File: src/rtl/canon_audio_pkg.sv
// Shared constants and helpers for the canon audio path: voice count, bus widths,
// envelope range and the slot numbering used by the note sequencer.
package canon_audio_pkg;

  localparam int NUM_VOICES = 4;
  localparam int SLOT_W     = 2;
  localparam int DIV_W      = 12;
  localparam int ENV_W      = 4;
  localparam int SAMPLE_W   = 8;

  localparam logic [ENV_W-1:0] ENV_MAX = 4'd15;

  localparam logic [SLOT_W-1:0] CELLO_SLOT   = 2'd0;
  localparam logic [SLOT_W-1:0] VIOLIN1_SLOT = 2'd1;
  localparam logic [SLOT_W-1:0] VIOLIN2_SLOT = 2'd2;
  localparam logic [SLOT_W-1:0] VIOLIN3_SLOT = 2'd3;

  // A sounding voice contributes env*4 (at most 60), so four voices top out at 240.
  function automatic logic [SAMPLE_W-1:0] voice_term(input logic g,
                                                     input logic [ENV_W-1:0] env);
    return g ? {2'b00, env, 2'b00} : '0;
  endfunction

endpackage

File: src/rtl/canon_voice_env.sv
// Per-voice decaying envelope: retrigger to full scale, step down one unit per
// decay tick, and never fall below the sustain floor.
module canon_voice_env
  import canon_audio_pkg::*;
#(
  parameter int ENV_FLOOR = 4
) (
  input  logic             clk,
  input  logic             rst_n,
  input  logic             trig,
  input  logic             tick,
  output logic [ENV_W-1:0] env
);

  localparam logic [ENV_W-1:0] FLOOR = ENV_W'(ENV_FLOOR);

  // Retrigger outranks a coincident decay tick.
  always_ff @(posedge clk) begin
    if (!rst_n) begin
      env <= '0;
    end else if (trig) begin
      env <= ENV_MAX;
    end else if (tick && (env > FLOOR)) begin
      env <= env - ENV_W'(1);
    end
  end

endmodule

File: src/rtl/canon_voice_mixer.sv
// Four-voice square-wave synthesiser fed by the sequencer's time-multiplexed
// divider bus, with per-voice decaying envelopes mixed into one 8-bit sample.
module canon_voice_mixer
  import canon_audio_pkg::*;
#(
  parameter int DECAY_SHIFT = 18,
  parameter int ENV_FLOOR   = 4
) (
  input  logic                  clk,
  input  logic                  rst_n,
  input  logic [SLOT_W-1:0]     slot,
  input  logic [DIV_W-1:0]      divider,
  input  logic [NUM_VOICES-1:0] trig,
  output logic [SAMPLE_W-1:0]   sample,
  output logic [NUM_VOICES-1:0] gate,
  output logic [NUM_VOICES-1:0] voice_en
);

  // Bus semantics: there is no handshake. Every clock the (slot, divider) pair is
  // valid and owned by voice `slot`; the block always accepts it and updates only
  // that voice's oscillator. Slot order is whatever the sequencer chooses.

  logic [DIV_W-1:0]       ph [NUM_VOICES];
  logic [DIV_W-1:0]       ph_cur;
  logic [DIV_W-1:0]       div_last;
  logic [DECAY_SHIFT-1:0] prescaler;
  logic                   tick;
  logic [ENV_W-1:0]       env [NUM_VOICES];
  logic [SAMPLE_W-1:0]    mix;

  assign ph_cur   = ph[slot];
  assign div_last = divider - DIV_W'(1);

  // The tick coincides with the edge on which the prescaler wraps back to zero.
  assign tick = (prescaler == '1);

  always_ff @(posedge clk) begin
    if (!rst_n) begin
      prescaler <= '0;
    end else begin
      prescaler <= prescaler + DECAY_SHIFT'(1);
    end
  end

  // ">=" rather than "==" so a shrinking divider wraps on the next own slot
  // instead of counting all the way round the 12-bit phase.
  always_ff @(posedge clk) begin
    if (!rst_n) begin
      for (int v = 0; v < NUM_VOICES; v++) ph[v] <= '0;
      gate     <= '0;
      voice_en <= '0;
    end else if (divider == '0) begin
      ph[slot]       <= '0;
      gate[slot]     <= 1'b0;
      voice_en[slot] <= 1'b0;
    end else if (ph_cur >= div_last) begin
      ph[slot]       <= '0;
      gate[slot]     <= ~gate[slot];
      voice_en[slot] <= 1'b1;
    end else begin
      ph[slot]       <= ph_cur + DIV_W'(1);
      voice_en[slot] <= 1'b1;
    end
  end

  for (genvar v = 0; v < NUM_VOICES; v++) begin : g_voice
    canon_voice_env #(
      .ENV_FLOOR(ENV_FLOOR)
    ) u_env (
      .clk   (clk),
      .rst_n (rst_n),
      .trig  (trig[v]),
      .tick  (tick),
      .env   (env[v])
    );
  end

  // 8-bit sum cannot carry out: four terms of at most 60 each.
  always_comb begin
    mix = '0;
    for (int v = 0; v < NUM_VOICES; v++) begin
      mix = mix + voice_term(gate[v], env[v]);
    end
  end

  always_ff @(posedge clk) begin
    if (!rst_n) begin
      sample <= '0;
    end else begin
      sample <= mix;
    end
  end

endmodule
File: config.mk
export PLATFORM = sky130hd
export DESIGN_NAME = canon_voice_mixer
export DESIGN_NICKNAME = d
export VERILOG_FILES = /design/src/rtl/canon_audio_pkg.sv /design/src/rtl/canon_voice_env.sv /design/src/rtl/canon_voice_mixer.sv
export SDC_FILE = /design/constraint.sdc
export NUM_CORES = 1
export LEC_CHECK = 0
export ABC_AREA = 1
export CAP_MARGIN = 0
export CORE_MARGIN = 3
export CORE_UTILIZATION = 55
export CTS_CLUSTER_SIZE = 16
export DETAILED_ROUTE_END_ITERATION = 7
export PLACE_DENSITY = 0.78
export SKIP_LAST_GASP = 1
export SLEW_MARGIN = 20
export SYNTH_ARGS = -nofsm -noshare
export SYNTH_HDL_FRONTEND = slang
export SYNTH_SLANG_ARGS = --single-unit
File: constraint.sdc
create_clock -name clk -period 3.7 [get_ports clk]
set_input_delay 0.74 -clock clk [delete_from_list [all_inputs] [get_ports clk]]
set_output_delay 0.74 -clock clk [all_outputs]
set_load 0.1 [all_outputs]
## Yosys cells after proc, flatten, opt, wreduce, memory -nomap -nowiden

Memory sizes are Yosys's and may differ from the RTL's.
Index checks and enable logic that the tools add are counted.

- Memories: 1
- Input bits: 20
- Output and inout bits: 16
- Flip-flop bits (word level): 50
- Word-level logic and storage cells: 83
- Memory bits (writable): 48

Memories:

| name | words | width | rd ports | clocked after Yosys merged registers in | wr ports | line | text |
|---|---|---|---|---|---|---|---|
| ph | 4 | 12 | 1 | 0 | 4 | canon_voice_mixer.sv:23 | `logic [DIV_W-1:0] ph [NUM_VOICES];` |

- Eq/ne operators: 1
- Mux-type cells: 37
- Magnitude comparators: 7
- Bitwise logic cells: 7
- Add/sub/neg operators: 10
- Reduce and logical (&&, ||, !) cells: 12

Operators by type and width:

| operator | number |
|---|---|
| $mux W4 | 11 |
| $mux W12 | 3 |
| $mux W6 | 4 |
| $add A18 B1 Y18 const B | 1 |
| $eq A18 B18 Y1 const B | 1 |
| $gt A4 B3 Y1 const B | 4 |
| $sub A4 B1 Y4 const B | 4 |
| $mux W1 | 15 |
| $add A12 B1 Y12 const B | 1 |
| $ge A12 B12 Y1 | 1 |
| $logic_not A12 Y1 | 1 |
| $reduce_or A12 Y1 | 1 |
| $sub A12 B1 Y12 const B | 1 |
| $reduce_bool A2 Y1 | 5 |
| $add A7 B6 Y8 | 1 |
| $add A8 B6 Y8 | 1 |
| $and A4 B4 Y4 | 2 |
| $add A6 B6 Y7 | 1 |
| $logic_and A1 B1 Y1 | 5 |
| $bwmux W4 | 1 |
| $not A4 Y4 | 1 |
| $or A4 B4 Y4 | 1 |
| $lt A2 B3 Y1 const B | 1 |
| $bmux W1 S2 | 1 |
| other kinds (5) | 6 |

## Logic depth before layout (Yosys ltp)

Gate-level depths: netlist of the first run.

- Word-level depth: 10
- Mapped depth: 18
- Mapped depth without buffers: 17

## Hierarchy

Synthesis of the first run repeated with hierarchy kept, for this count alone.

- Cell total of the unflattened synthesis: 755
- Area total of the unflattened synthesis: 5693.0 µm²

Modules (own cells, without submodules):

| module | instances | cells each | sequential area each (µm²) | area each (µm²) |
|---|---|---|---|---|
| canon_voice_mixer | 1 | 595 | 2082.0 | 4662.0 |
| canon_voice_env | 4 | 40 | 80.1 | 257.7 |

## Least setup slack after synthesis of the first run

Ideal clock, no wire load.

- Path kind: flip-flop to flip-flop
- Start point: reg gate[3]
- End point: reg sample[7]
- Required time: 3.635 ns
- Period minus slack after synthesis: 3.252 ns
- Buffers on the path: 0
- Path slack: 0.448 ns
- Stages on the path, launching flop included: 11
- Library setup time: 0.065 ns
- Arrival: 3.187 ns
- Cells stage by stage: dfxtp_1 > nand2_1 > fa_1 > inv_1 > fa_1 > ha_1 > inv_1 > fa_1 > o21bai_1 > a21oi_1 > nor2_1

- Longest elaborated chain between the ends: 2

Ends and longest elaborated chain:

| element | line | text |
|---|---|---|
| from (decl) | canon_voice_mixer.sv:15 | `output logic [NUM_VOICES-1:0] gate,` |
| from (signal, indexed assignment) | canon_voice_mixer.sv:58 | `gate[slot] <= ~gate[slot];` |
| $mux W6 | canon_audio_pkg.sv:21 | `return g ? {2'b00, env, 2'b00} : '0;` |
| $add A8 B6 Y8 | canon_voice_mixer.sv:82 | `mix = mix + voice_term(gate[v], env[v]);` |
| to (signal assigned) | canon_voice_mixer.sv:90 | `sample <= mix;` |
| to (decl) | canon_voice_mixer.sv:14 | `output logic [SAMPLE_W-1:0] sample,` |

No other way between the ends.
A chain may end at the register's enable or synchronous reset.

==> results.json, run 1 <==
{
  "cts_sinks": 96,
  "yosysSeqAreaShare_pct": 43.4,
  "p_leak_uw": 0.00291,
  "worst_slew_pin_slew_ps": 987,
  "cts_resized": 0,
  "fmax_ghz": 0.301,
  "io-pin-count": 36,
  "synth_area_leaders": "edfxtp_1, dfxtp_1, nand2_1",
  "yosys_warnings": 0,
  "portBuffers": 33,
  "drv_cap": 0,
  "setup_viol": 0,
  "synth_top_area_share_pct": 26.0,
  "antenna_found_initial": 0,
  "status": "finished, final reports clean",
  "syn-mean-instance-area_sq_um": 7.57,
  "routed_wl_mm": 12.5,
  "slew_violations": 0,
  "synth_seq_cells": 96,
  "cp_common_cell": "nor2_1",
  "period_needed_ps": 3320,
  "clock_latency_ps": 370,
  "cp-start-kind": "input port",
  "setup_slack_ps": 382,
  "irDropWorstVdd_v": 0.000204,
  "worstSetupEndpointType": "register",
  "synthTopCellsByCount": "nand2_1, inv_1, nor2_1",
  "timing.hold.ws_ps": 456,
  "hold_viol": 0,
  "max_stage_delay_ps": 460,
  "cts_buffer_depth": 2,
  "coreArea_sq_um": 9500,
  "fin_util_pct": 65.5,
  "std_cell_rows": 35,
  "design_area_sq_um": 6230,
  "drt_iter0_markers": 281,
  "vias_per_cell": 5.11,
  "required_ps": 3930,
  "rsz0062_at_grt": "no",
  "placed_area_sq_um": 6040,
  "grt_usage_pct": 23.2,
  "crit_path_top_delay_cell": "clkdlybuf4s50_1",
  "drc": 0,
  "synthMostInstantiatedCell": "nand2_1",
  "syn_area_sq_um": 5540,
  "path_clk_slew_ps": 100,
  "syn_inst": 732,
  "vias": 4635,
  "die_area_sq_um": 11300,
  "worstPathMaxFanout": 10,
  "holdCritPathClass": "reg2reg",
  "ant_nets": 0,
  "cp_data_arrival_time_ps": 3550,
  "cts-root-buf": "clkbuf_8",
  "numCtsBuffers": 9,
  "yosysTopAreaCell": "edfxtp_1",
  "drive_above_1_share_pct": 6.56,
  "critPathKind": "in2reg",
  "die_w_microns": 106,
  "num_antenna_cells": 0,
  "cts_hold_buf": 0,
  "finalCritPeriodShare_pct": 89.7,
  "pre_cts_slack_ps": -14.7,
  "htreeDepth": 3,
  "slew_headroom_pct": 34.0,
  "initial_utilization_pct": 58.3,
  "synth-edff-count": 48,
  "synth-main-ff-cell": "edfxtp_1",
  "grt_pass1_wl_mm": 20.9,
  "finClkSkew_ps": 13.5,
  "grt-ovfl-total": 0,
  "area_growth_pct": 12.5,
  "ys_types": 33,
  "cts_tree": "done",
  "power_density_nw_per_um2": 376,
  "cp_cell_sequence": "clkdlybuf4s50_1, nor2_1, nand2_1, inv_1, nand3_1, nor3_1, nand2_1, xor2_1, inv_1, ha_1, a21oi_1, o21ai_0, nor2_1, nand4_1, inv_2, nand3_1, nor2_1",
  "nets": 829,
  "die_y_microns": 106,
  "post_cts_buffers": 0,
  "grt_max_degree": 29,
  "tns_ps": 0,
  "place_congestion": 0.893,
  "async_flop_share_pct": 0,
  "dr.pass1.iters": 5,
  "wl_per_cell_microns": 13.8,
  "grt_pass1_vias": 4453,
  "dp_hpwl_mm": 9.27
}
-- registers in the layout, indices dropped and copies added (netlist names), named ones only --
signal	count
sample	6
prescaler	18
g_voice.u_env.env	16
ph	48
gate	4
-- worst paths after layout --
check | from | to | slack, ps | cells after the start
min | prescaler[17]$_SDFF_PN0_ | prescaler[17]$_SDFF_PN0_ | 460 | 2
max reg2reg | gate[3]$_SDFFE_PN0P_ | sample[7]$_SDFF_PN0_ | 1000 | 10
min reg2reg | prescaler[17]$_SDFF_PN0_ | prescaler[17]$_SDFF_PN0_ | 460 | 2
max | divider[2] | ph[2][2]$_SDFFCE_PN0P_ | 380 | 17
-- placed cells by master, fill, tap and decap left out, drive strengths merged, types with 4 or more instances in the layout --
cell type and count:
o21ai 14, clkbuf 11, inv 103, or2 5
xnor2 4, nand3b 4, clkdlybuf4s50 33, a21oi 36
buf 13, nor3 6, fa 8, clkinv 4
ha 28, edfxtp 48, nor2 93, nand3 55
nand2 230, nand4 9, xor2 10, dfxtp 48
-- metal layers --
| layer | wire (microns) | GRT usage (%) | vias up | part of all wire [%] |
|---|---|---|---|---|
| met3 | 550 | 3.10 | 20 | 4.4 |
| met5 | 0 | 0 | - | 0 |
| li1 | - | - | 2401 | - |
| met4 | 226 | 8.51 | 0 | 1.8 |
| met1 | 5520 | 30.1 | 2102 | 44 |
| met2 | 6190 | 39.6 | 112 | 50 |
-- report_power, final --
group	switching, uW	internal (uW)	leakage, uW
clock network	379	313	0.0000899
registers	34.6	1180	0.000905
logic	294	138	0.00192
-- worst max-delay path: cells and delay by family --
kind	cells	cell delay (ps)
AND/OR/NAND/NOR	9	1310
XOR/XNOR	1	150
buffers and inverters	4	830
AO/OA/AOI/OAI	2	230
adder cells (fa/ha/maj)	1	310
-- metrics by stage --
stage	total power, uW	cells
3_3_place_gp	1650	891
3_5_place_dp	1670	891
2_1_floorplan	1540	733
4_1_cts	2350	907
6_report	2340	907
5_1_grt	2450	907
-- layout make-up --
class,instances,area [sq um]
clock buffer,11,131
clock inverter,5,56.3
fill,835,3270
inverter,105,394
multi-input combinational,515,2660
sequential,96,2400
tap,129,161
timing repair buffer,46,428
-- cells by family after synthesis --
group / synth area share (%)
other cells: 0.0677
simple gates: 30.4
flops: 43.4
fa+ha+maj: 9.22
buf+inv: 8.74
compound gates: 5.94
xor+xnor: 2.21
Power figures use the tool's default switching activity.
==> run 2, diff against run 1 <==
--- a/config.mk
+++ b/config.mk
@@ -11,7 +11,9 @@
 export CORE_UTILIZATION = 55
 export CTS_CLUSTER_SIZE = 16
 export DETAILED_ROUTE_END_ITERATION = 7
-export PLACE_DENSITY = 0.78
+export HOLD_SLACK_MARGIN = 0.1
+export PLACE_DENSITY = 0.75
+export SKIP_CTS_REPAIR_TIMING = 1
 export SKIP_LAST_GASP = 1
 export SLEW_MARGIN = 20
 export SYNTH_ARGS = -nofsm -noshare
==> run 2 against run 1 <==
- global-route usage shrank 0.15 points
- largest cell class unchanged
- final area grew 0.44%
- die area is the same
- via count grew 1.3%
- worst setup slack lost 94 ps
==> results.json, run 2 (synthesized netlist as in run 1, its figures left out) <==
{
  "status": "finished, final reports clean",
  "ant_nets": 0,
  "r2r_cells": 10,
  "largest_reg_flops": 48,
  "r2r-start": "gate[3]$_SDFFE_PN0P_",
  "drv_cap": 0,
  "slew_violations": 0,
  "required_ps": 3810,
  "cp-startpoint": "divider[2]",
  "clock_latency_ps": 360,
  "grt_pass1_vias": 4406,
  "cp_cell_sequence": "clkdlybuf4s50_1, nor2_1, nand2_1, inv_1, nand3_1, nor3_1, nand2_1, xor2_1, inv_1, ha_1, nand4_1, nor2_1, nand2_1, nand4_1, inv_4, nand3_1, nor2_1",
  "crit_path_top_delay_cell": "clkdlybuf4s50_1",
  "fmax_ghz": 0.293,
  "timing.rr.end": "sample[7]$_SDFF_PN0_",
  "final_cell_mix": "nand2_1, inv_1, nor2_1",
  "placed_area_sq_um": 6030,
  "dp.cells": 890,
  "io-pin-count": 36,
  "max_stage_delay_ps": 480,
  "drc": 0,
  "crit_path_end": "ph[0][11]$_SDFFCE_PN0P_",
  "fin_util_pct": 65.8,
  "cp-start-kind": "input port",
  "irDropWorstVdd_v": 0.000227,
  "die_y_microns": 106,
  "setup_viol": 0,
  "worstSetupEndpointType": "register",
  "layout_commonest_cell": "nand2_1",
  "place_congestion": 0.866,
  "power_density_nw_per_um2": 379,
  "reg.largest.list": "ph: 48 flops, prescaler: 18 flops, g_voice.u_env.env: 16 flops",
  "fin_cells": 906,
  "cts_tree": "done",
  "worst_slew_pin_slew_ps": 996,
  "largest_register": "ph",
  "wl_per_cell_microns": 13.8,
  "drt_iter0_markers": 348,
  "period_needed_ps": 3410,
  "p_leak_uw": 0.00293,
  "die_w_microns": 106,
  "numCtsBuffers": 9,
  "die_area_sq_um": 11300,
  "grt-ovfl-total": 0,
  "holdCritPathClass": "reg2reg",
  "num_antenna_cells": 0,
  "dr.pass1.iters": 6,
  "finClkSkew_ps": 10.9,
  "drive_above_1_share_pct": 6.69,
  "hold_viol": 0,
  "cp_data_arrival_time_ps": 3520,
  "initial_utilization_pct": 58.3,
  "dp_hpwl_mm": 9.10,
  "area_growth_pct": 13.0,
  "critPathKind": "in2reg",
  "routed_wl_mm": 12.5,
  "r2r_setup_slack_ps": 860,
  "antenna_found_initial": 0,
  "n_fill_cell": 838,
  "vias": 4696,
  "cts-root-buf": "clkbuf_8",
  "cts_buffer_depth": 2,
  "grt_usage_pct": 23.0,
  "htreeDepth": 3,
  "std_cell_rows": 35,
  "finalCritPeriodShare_pct": 92.2,
  "rsz0062_at_grt": "no",
  "nets": 828,
  "grt_max_degree": 29,
  "grt_pass1_wl_mm": 20.8,
  "vias_per_cell": 5.18,
  "cts_sinks": 96,
  "portBuffers": 33,
  "design_area_sq_um": 6260,
  "coreArea_sq_um": 9500,
  "worstPathMaxFanout": 10,
  "path_clk_slew_ps": 80,
  "slew_headroom_pct": 33.4
}
## run 2: cell count changes in the layout (fill, tap and decap cells not counted)
cell,delta
clkbuf_1,-2
clkbuf_16,+2
clkbuf_8,+2
clkinvlp_4,-2
buf_4,-1
bufinv_16,-1
clkinv_2,+1
clkinv_4,+1
inv_2,-1
## run 2: final cells by class
type / count / area [sq um] / share of cell area (%)
repair buffers: 45 / 420 / 6.72
multi-input cells: 515 / 2660 / 42.4
clock buffers: 13 / 201 / 3.22
flip-flops and latches: 96 / 2400 / 38.4
clock inverters: 3 / 18.8 / 0.300
well taps: 129 / 161 / 2.58
inverters: 105 / 397 / 6.34
## run 2: how the worst min path moves through the flow
stage                               end  slack, ps                startpoint  depth (start not counted)
6_report       prescaler[17]$_SDFF_PN0_        450  prescaler[17]$_SDFF_PN0_                          2
2_1_floorplan  prescaler[17]$_SDFF_PN0_        420  prescaler[17]$_SDFF_PN0_                          2
3_5_place_dp   prescaler[17]$_SDFF_PN0_        440  prescaler[17]$_SDFF_PN0_                          2
4_1_cts        prescaler[17]$_SDFF_PN0_        450  prescaler[17]$_SDFF_PN0_                          2
3_3_place_gp   prescaler[17]$_SDFF_PN0_        430  prescaler[17]$_SDFF_PN0_                          2
5_1_grt        prescaler[17]$_SDFF_PN0_        480  prescaler[17]$_SDFF_PN0_                          2
## run 2: worst max-delay path: cells and delay by family
family | cells | cell delay [ps]
fa+ha+maj | 1 | 300
simple gates | 11 | 1570
buf+inv | 4 | 730
xor+xnor | 1 | 150
## run 2: power breakdown
group / internal (uW) / switching [uW]
combinational: 137 / 295
clock: 363 / 362
sequential: 1180 / 34.9
total: 1680 / 692
## run 2: routing by layer
| layer | vias to the layer above | share of wire (%) | global-route usage [%] |
|---|---|---|---|
| met2 | 132 | 47 | 38.1 |
| met4 | 0 | 1.2 | 6.48 |
| met5 | - | 0 | 0 |
| met3 | 16 | 6.4 | 3.95 |
| li1 | 2395 | - | - |
| met1 | 2153 | 45 | 31.3 |
## run 2: per-stage QoR
stage	setup WS [ps]	hold WS (ps)	TNS (ps)	total power (uW)
2_1_floorplan	448	424	0	1540
3_3_place_gp	69.1	433	0	1650
3_5_place_dp	-21.7	441	-45.9	1670
4_1_cts	340	454	0	2380
5_1_grt	5.39	483	0	2490
6_report	288	453	0	2370
==> run 3, diff against run 2 <==
--- a/config.mk
+++ b/config.mk
@@ -6,7 +6,7 @@
 export NUM_CORES = 1
 export LEC_CHECK = 0
 export ABC_AREA = 1
-export CAP_MARGIN = 0
+export CAP_MARGIN = 40
 export CORE_MARGIN = 3
 export CORE_UTILIZATION = 55
 export CTS_CLUSTER_SIZE = 16
==> run 3 against run 2 <==
- die area did not move
- critical endpoint is now ph[1][11]$_SDFFCE_PN0P_
- sequential share of layout area is 1.3 points lower
- fmax grew 2.3%
- via count rose by 2.2%
- first-iteration DRC count grew 23%
==> results.json, run 3 (synthesized netlist as in run 1, its figures left out) <==
{
  "status": "finished, final reports clean",
  "clock_latency_ps": 360,
  "holdPathStages": 2,
  "drc": 0,
  "routed_wl_mm": 12.7,
  "drt_iter0_markers": 427,
  "setup_slack_ps": 365,
  "place_congestion": 0.866,
  "r2r_setup_slack_ps": 890,
  "cts_tree": "done",
  "irDropWorstVdd_v": 0.000262,
  "cts_buffer_depth": 2,
  "die_w_microns": 106,
  "cts_sinks": 96,
  "power_density_nw_per_um2": 360,
  "initial_utilization_pct": 58.3,
  "grt_pass1_wl_mm": 21.3,
  "pre_cts_slack_ps": -6.23,
  "io-pin-count": 36,
  "worstPathMaxFanout": 10,
  "cp_cell_sequence": "clkdlybuf4s50_1, inv_1, ha_1, nand2_1, nor3_1, nand2_1, xor2_1, inv_1, ha_1, nand4_1, a21oi_1, nor2_1, nand4_1, inv_4, nand3_1, nor2_1",
  "cts-root-buf": "clkbuf_8",
  "layout_commonest_cell": "nand2_1",
  "r2r-start": "gate[3]$_SDFFE_PN0P_",
  "max_stage_delay_ps": 410,
  "fmax_ghz": 0.300,
  "fin_util_pct": 68.1,
  "min-delay-start": "prescaler[17]$_SDFF_PN0_",
  "std_cell_rows": 35,
  "final_cell_mix": "nand2_1, inv_1, nor2_1",
  "nets": 842,
  "num_antenna_cells": 0,
  "dr.pass1.iters": 6,
  "reg.largest.list": "ph: 48 flops, prescaler: 18 flops, g_voice.u_env.env: 16 flops",
  "dp_hpwl_mm": 9.42,
  "htreeDepth": 3,
  "worstSetupEndpointType": "register",
  "hold_end": "prescaler[17]$_SDFF_PN0_",
  "portBuffers": 33,
  "largest_register": "ph",
  "cp_data_arrival_time_ps": 3540,
  "drv_cap": 0,
  "grt_usage_pct": 23.5,
  "grt-ovfl-total": 0,
  "critPathKind": "in2reg",
  "die_y_microns": 106,
  "setup_viol": 0,
  "hold_viol": 0,
  "crit_path_top_delay_cell": "clkdlybuf4s50_1",
  "grt_max_degree": 29,
  "cp-start-kind": "input port",
  "area_growth_pct": 16.9,
  "p_leak_uw": 0.00303,
  "vias": 4800,
  "r2r_cells": 10,
  "timing.rr.end": "sample[7]$_SDFF_PN0_",
  "grt_pass1_vias": 4624,
  "finClkSkew_ps": 12.4,
  "drive_above_1_share_pct": 8.22,
  "vias_per_cell": 5.22,
  "period_needed_ps": 3330,
  "antenna_found_initial": 0,
  "tns_ps": 0,
  "dp.cells": 904,
  "coreArea_sq_um": 9500,
  "finalCritPeriodShare_pct": 90.1,
  "path_clk_slew_ps": 80,
  "worst_slew_pin_slew_ps": 706,
  "wl_per_cell_microns": 13.8,
  "numCtsBuffers": 9,
  "slew_violations": 0,
  "required_ps": 3910,
  "rsz0062_at_grt": "no",
  "largest_reg_flops": 48,
  "ant_nets": 0,
  "holdCritPathClass": "reg2reg",
  "fin_cells": 920,
  "slew_headroom_pct": 52.8,
  "die_area_sq_um": 11300,
  "n_fill_cell": 780
}
## run 3: cell types whose count changed in the layout (fill, tap and decap cells not counted), sizes merged
cell / delta
clkbuf: -2
inv: +2
buf: +14
## run 3: worst max-delay path: cells and delay by family
kind	cells	cell delay, ps
xor+xnor	1	150
compound gates	1	80
buf+inv	4	790
fa+ha+maj	2	500
simple gates	8	1280
## run 3: area by class of cell
| class | count | area, sq um | share of cell area [%] |
|---|---|---|---|
| clock buffer | 11 | 153 | 2.36 |
| clock inverter | 5 | 31.3 | 0.483 |
| inverter | 105 | 397 | 6.13 |
| multi-input combinational | 515 | 2660 | 41.1 |
| sequential | 96 | 2400 | 37.1 |
| tap | 129 | 161 | 2.49 |
| timing repair buffer | 59 | 668 | 10.3 |
## run 3: worst max path at each step
| stage | start | to | slack, ps | cells after the start |
|---|---|---|---|---|
| after floorplan | gate[3]$_SDFFE_PN0P_ | sample[7]$_SDFF_PN0_ | 450 | 10 |
| after global placement | slot[1] | ph[1][6]$_SDFFCE_PN0P_ | 70 | 16 |
| after detailed placement | divider[2] | ph[1][11]$_SDFFCE_PN0P_ | -6 | 17 |
| after CTS | divider[2] | ph[1][11]$_SDFFCE_PN0P_ | 340 | 17 |
| after global routing | divider[2] | ph[1][11]$_SDFFCE_PN0P_ | 90 | 17 |
| final | divider[0] | ph[1][11]$_SDFFCE_PN0P_ | 370 | 16 |
## run 3: where the power goes
| part | switching [uW] | internal, uW | leakage [uW] |
|---|---|---|---|
| combinational | 303 | 163 | 0.00203 |
| clock | 361 | 285 | 0.000100 |
| sequential | 34.5 | 1180 | 0.000905 |
| total | 699 | 1630 | 0.00303 |
## run 3: metal layers
layer | up-vias | part of all wire, % | GRT usage [%]
li1 | 2431 | - | -
met1 | 2211 | 44 | 30.9
met2 | 140 | 48 | 40.2
met3 | 18 | 5.8 | 2.98
met4 | 0 | 1.6 | 7.31
met5 | - | 0 | 0
## run 3: through the flow
| stage | hold WS, ps | total power (uW) | instance area (sq um) |
|---|---|---|---|
| finish | 454 | 2330 | 6470 |
| global route | 483 | 2440 | 6470 |
| CTS | 454 | 2340 | 6460 |
| detailed placement | 440 | 1700 | 6280 |
| global placement | 433 | 1650 | 6030 |
| floorplan | 424 | 1540 | 5540 |
